[src/rtl/instruction_fetch_unit.sv]
// Fetch stage: owns the PC, addresses instruction memory and fills the IF/ID register.
// Handles stall, jump/branch redirect with flush, and a terminal HALT state.
module instruction_fetch_unit #(
  parameter logic [31:0] RESET_PC    = 32'h0000_0000,
  parameter logic [5:0]  HALT_OPCODE = 6'h3F,
  parameter logic [31:0] NOP_WORD    = 32'h0000_0000
) (
  input  logic        clk,
  input  logic        rst_n,
  input  logic        stall,
  input  logic        branch_taken,
  input  logic [31:0] branch_target,
  input  logic        jump,
  input  logic [31:0] jump_target,
  input  logic [31:0] instruction,
  output logic [31:0] pc_out,
  output logic [31:0] if_id_instr,
  output logic [31:0] if_id_pc4,
  output logic        if_id_valid,
  output logic        halted,
  output logic [31:0] fetch_count
);

  typedef enum logic {S_RUN, S_HALTED} state_t;

  state_t      r_state, w_state_nxt;
  logic [31:0] r_pc, w_pc_nxt;
  logic [31:0] r_instr, w_instr_nxt;
  logic [31:0] r_pc4, w_pc4_nxt;
  logic        r_valid, w_valid_nxt;
  logic        r_halted, w_halted_nxt;
  logic [31:0] r_count, w_count_nxt;
  logic [31:0] w_pc_plus4;
  logic        w_is_halt;

  assign w_pc_plus4 = r_pc + 32'd4;
  assign w_is_halt  = (instruction[31:26] == HALT_OPCODE);

  always_comb begin
    w_state_nxt  = r_state;
    w_pc_nxt     = r_pc;
    w_instr_nxt  = r_instr;
    w_pc4_nxt    = r_pc4;
    w_valid_nxt  = r_valid;
    w_halted_nxt = r_halted;
    w_count_nxt  = r_count;
    unique case (r_state)
      S_RUN: begin
        if (jump) begin
          w_pc_nxt    = jump_target & ~32'd3;
          w_instr_nxt = NOP_WORD;
          w_valid_nxt = 1'b0;
        end else if (branch_taken) begin
          w_pc_nxt    = branch_target & ~32'd3;
          w_instr_nxt = NOP_WORD;
          w_valid_nxt = 1'b0;
        end else if (!stall) begin
          w_instr_nxt = instruction;
          w_pc4_nxt   = w_pc_plus4;
          w_valid_nxt = 1'b1;
          w_count_nxt = r_count + 32'd1;
          // The halt word retires normally but the PC parks on its address.
          if (w_is_halt) begin
            w_state_nxt  = S_HALTED;
            w_halted_nxt = 1'b1;
          end else begin
            w_pc_nxt = w_pc_plus4;
          end
        end
      end
      S_HALTED: begin
        w_instr_nxt = NOP_WORD;
        w_valid_nxt = 1'b0;
      end
      default: w_state_nxt = S_RUN;
    endcase
  end

  always_ff @(posedge clk) begin
    if (!rst_n) begin
      r_state  <= S_RUN;
      r_pc     <= RESET_PC;
      r_instr  <= NOP_WORD;
      r_pc4    <= 32'd0;
      r_valid  <= 1'b0;
      r_halted <= 1'b0;
      r_count  <= 32'd0;
    end else begin
      r_state  <= w_state_nxt;
      r_pc     <= w_pc_nxt;
      r_instr  <= w_instr_nxt;
      r_pc4    <= w_pc4_nxt;
      r_valid  <= w_valid_nxt;
      r_halted <= w_halted_nxt;
      r_count  <= w_count_nxt;
    end
  end

  assign pc_out      = r_pc;
  assign if_id_instr = r_instr;
  assign if_id_pc4   = r_pc4;
  assign if_id_valid = r_valid;
  assign halted      = r_halted;
  assign fetch_count = r_count;

endmodule

[config.mk]
export PLATFORM = sky130hd
export DESIGN_NAME = instruction_fetch_unit
export DESIGN_NICKNAME = d
export VERILOG_FILES = /design/src/rtl/instruction_fetch_unit.sv
export SDC_FILE = /design/constraint.sdc
export NUM_CORES = 1
export LEC_CHECK = 0
export ABC_AREA = 0
export BUFFER_PORTS_ARGS = -buffer_cell sky130_fd_sc_hd__buf_4
export CORE_AREA = 2 2 115 117
export DETAILED_ROUTE_END_ITERATION = 12
export DIE_AREA = 0 0 117 119
export GPL_TIMING_DRIVEN = 0
export PLACE_DENSITY = 0.79
export SYNTH_ARGS = -nofsm -noshare
export SYNTH_HDL_FRONTEND = slang
export SYNTH_SLANG_ARGS = --single-unit
[constraint.sdc]
create_clock -name clk -period 5.7 [get_ports clk]
set_input_delay 1.71 -clock clk [delete_from_list [all_inputs] [get_ports clk]]
set_output_delay 1.71 -clock clk [all_outputs]
set_load 0.01 [all_outputs]
==> impl_metrics.tcl <==
set metrics [dict create \
    p_per_area_nw_per_um2 279.3 \
    root_buffer "clkbuf_16" \
    rows 42 \
    tns_ps 0 \
    netlist_area_um2 6170 \
    wire_per_inst_um 18.02 \
    crit_path_cell_trace "buf_4 -> buf_2 -> nor4_4 -> clkbuf_1 -> clkbuf_1 -> a211oi_1" \
    cts_sinks 127 \
    cts_resized 0 \
    syn_inst 731 \
    cts-buffers-inserted 17 \
    start_util_pct 47.92 \
    die_w_um 117 \
    slowest_stage "nor4_4" \
    die_area_um2 13920 \
    grt_pass1_wl_mm 32.46 \
    vias 6608 \
    hold_path.class "reg -> reg" \
    p_comb_share_pct 12.4 \
    first_global_vias 6365 \
    crit_path_start_kind "input pin" \
    cts_tree "yes" \
    drc 0 \
    clock_path_buffers 2 \
    switching_share_pct 25.33 \
    path_class "in -> reg" \
    grt_start_max_net_pins 17 \
    cp_max_fo 10 \
    viasPerCell 5.687 \
    async_flop_share_pct 0 \
    ant_nets 0 \
    htree_levels 4 \
    io_buffers 220 \
    yosysUniqueCellTypes 55 \
    skew_ps 4.901 \
    cts_setup_buffers 0 \
    crit_top_cell "clkbuf_1" \
    drt_iter0_markers 621 \
    status "finished, final reports clean" \
    critical_path.top_delay_family "buffers and inverters" \
    nets 1076 \
    maxCapViolCount 0 \
    end_kind "register" \
    post-place-ws_ps 1860 \
    hold_viol 0 \
    yosys_register_bits 127 \
    dp.final_hpwl_mm 15.18 \
    synth_seq_area_share_pct 41.21 \
    place.gp.congestion 0.9397 \
    synth_edf_count 0 \
    slew_viol_final 0 \
    insertion_delay_ps 420 \
    cp_data_required_time_ps 5970 \
    core-area_um2 12870 \
    arrival_ps 3680 \
    p_seq_share_pct 39.5 \
    grt.overflow.total 0 \
    period_minus_slack_ps 3411 \
    power.switching_uw 614.1 \
    grt_antenna_before_repair 0 \
    yosys_warnings 0 \
    ys.flop_type "dfxtp_1" \
    grt_setup_unrepaired "false" \
    clockPowerShare_pct 48.1 \
    wl_mm 20.94 \
    setup_violations 0 \
    drive_gt1_share_pct 28.90 \
    ctsHoldBuffers 0 \
    synth.avg_cell_area_um2 8.440 \
    worst_pin_slew_ps 765.1 \
    clk_pin_slew_ps 60 \
    slew_headroom_pct 48.99 \
    syn_to_final_growth_pct 40.72 \
    ir_worst_vdd_uv 184.7 \
    leakage_uw 0.003748 \
    antenna_cells 0 \
    fin_crit_sh_pct 59.84 \
    fp.dieH_um 119 \
    max_freq_mhz 293.2 \
    drt_first_pass_iters 6 \
    fin_ws_ps 2289 \
    ios 231 \
    track_usage_pct 30.36 \
    slowest_delay_ps 590 \
    p_int_uw 1811 \
    worst-path-buf-inv 4 \
]
[stage by stage]
step	total power (uW)	hold WS [ps]	instances	util, %	area [um^2]
finish	2425	459.0	1162	67.43	8682
global route	2497	498.2	1162	67.43	8682
CTS	2424	462.8	1162	67.43	8682
detailed placement	1271	453.7	1130	62.55	8053
global placement	1268	433.7	1130	62.55	8053
floorplan	1117	469.6	734	-	6181
[power groups by stage]
stage	combinational (uW)	sequential (uW)	clock, uW
5_1_grt	326	962	1210
3_5_place_dp	295	976	0
4_1_cts	297	957	1170
3_3_place_gp	292	975	0
2_1_floorplan	134	983	0
6_report	301	958	1170
[cells by family (layout without fill, tap and decap cells)]
kind of cell / Yosys count / in the layout / synth area share [%]
buffers and inverters: 71 / 323 / 5.009
adders and majority gates: 2 / 2 / 0.4055
DFF: 127 / 127 / 41.21
AOI/OAI and AO/OA: 182 / 182 / 18.41
xor gates and xnor gates: 48 / 48 / 6.814
and+or+nand+nor: 266 / 266 / 22.57
muxes: 34 / 34 / 5.516
other: 1 / 4 / 0.06078
[tightest hold or removal path: cells and delay by family, from the launching register on]
kind               cells  cell delay, ps
AOI/OAI and AO/OA      1              50
DFF                    1             310
and+or+nand+nor        1              50
[sequential cells by signal, indices dropped and copies added, names as in the netlist]
register and cells:
fetch_count 32, halted 1, if_id_instr 32, if_id_pc4 30, if_id_valid 1, pc_out 30, r_state 1
[synth_stat cells, drive strengths merged, types with 6 or more instances]
library cell / instances / area share, %
a211oi: 13 / 1.6
a21oi: 55 / 4.5
a22o: 6 / 0.85
a22oi: 8 / 0.97
a31oi: 10 / 1.0
and3: 14 / 1.4
and4: 9 / 1.3
buf: 26 / 2.3
clkbuf: 37 / 2.3
dfxtp: 127 / 41
inv: 8 / 0.49
mux2i: 34 / 5.5
nand2: 43 / 2.6
nand3: 27 / 2.4
nand4: 24 / 2.6
nor2: 101 / 6.1
nor3: 12 / 0.97
nor4: 11 / 2.1
o211ai: 6 / 0.73
o21ai: 46 / 3.7
o31a: 8 / 1.1
or3: 13 / 1.3
xnor2: 17 / 2.4
xor2: 31 / 4.4
[layer usage]
layer | routed length (um) | track usage [%] | vias up
li1 | - | - | 3111
met1 | 8249 | 36.70 | 3051
met2 | 9828 | 49.42 | 391
met3 | 2261 | 9.313 | 55
met4 | 602 | 13.09 | 0
met5 | 0 | 0 | -
[path summary, 6_finish.rpt]
path | from | end | slack, ps | cells after the start
hold / removal | if_id_pc4[2] | if_id_pc4[2] | 460 | 2
hold reg to reg | if_id_pc4[2] | if_id_pc4[2] | 460 | 2
setup reg to reg | pc_out[2] | pc_out[22] | 3190 | 6
setup / recovery | jump | if_id_pc4[6] | 2290 | 6
[cells in the final DEF (no fill, tap or decap), drive strengths merged, types with 6 or more instances in the layout]
master  Yosys  final
a21oi      55     55
nor2      101    101
buf        26    246
xnor2      17     17
mux2i      34     34
nor3       12     12
or3        13     13
clkbuf     37     56
o21ai      46     46
and4        9      9
a22o        6      6
inv         8     10
a31oi      10     10
nand4      24     24
and3       14     14
o211ai      6      6
dfxtp     127    127
nand3      27     27
xor2       31     31
a211oi     13     13
o31a        8      8
nand2      43     43
nor4       11     11
a22oi       8      8
[layout make-up]
class,instances,area (um^2)
Fill cell,1097,4193
Tap cell,176,220.2
Clock inverter,13,186.4
Inverter,8,30.03
Clock buffer,19,442.9
Multi-Input combinational cell,536,3329
Buffer,63,279.0
Timing Repair Buffer,220,1652
Sequential cell,127,2542
No activity file was read; power rests on OpenSTA's default activity.
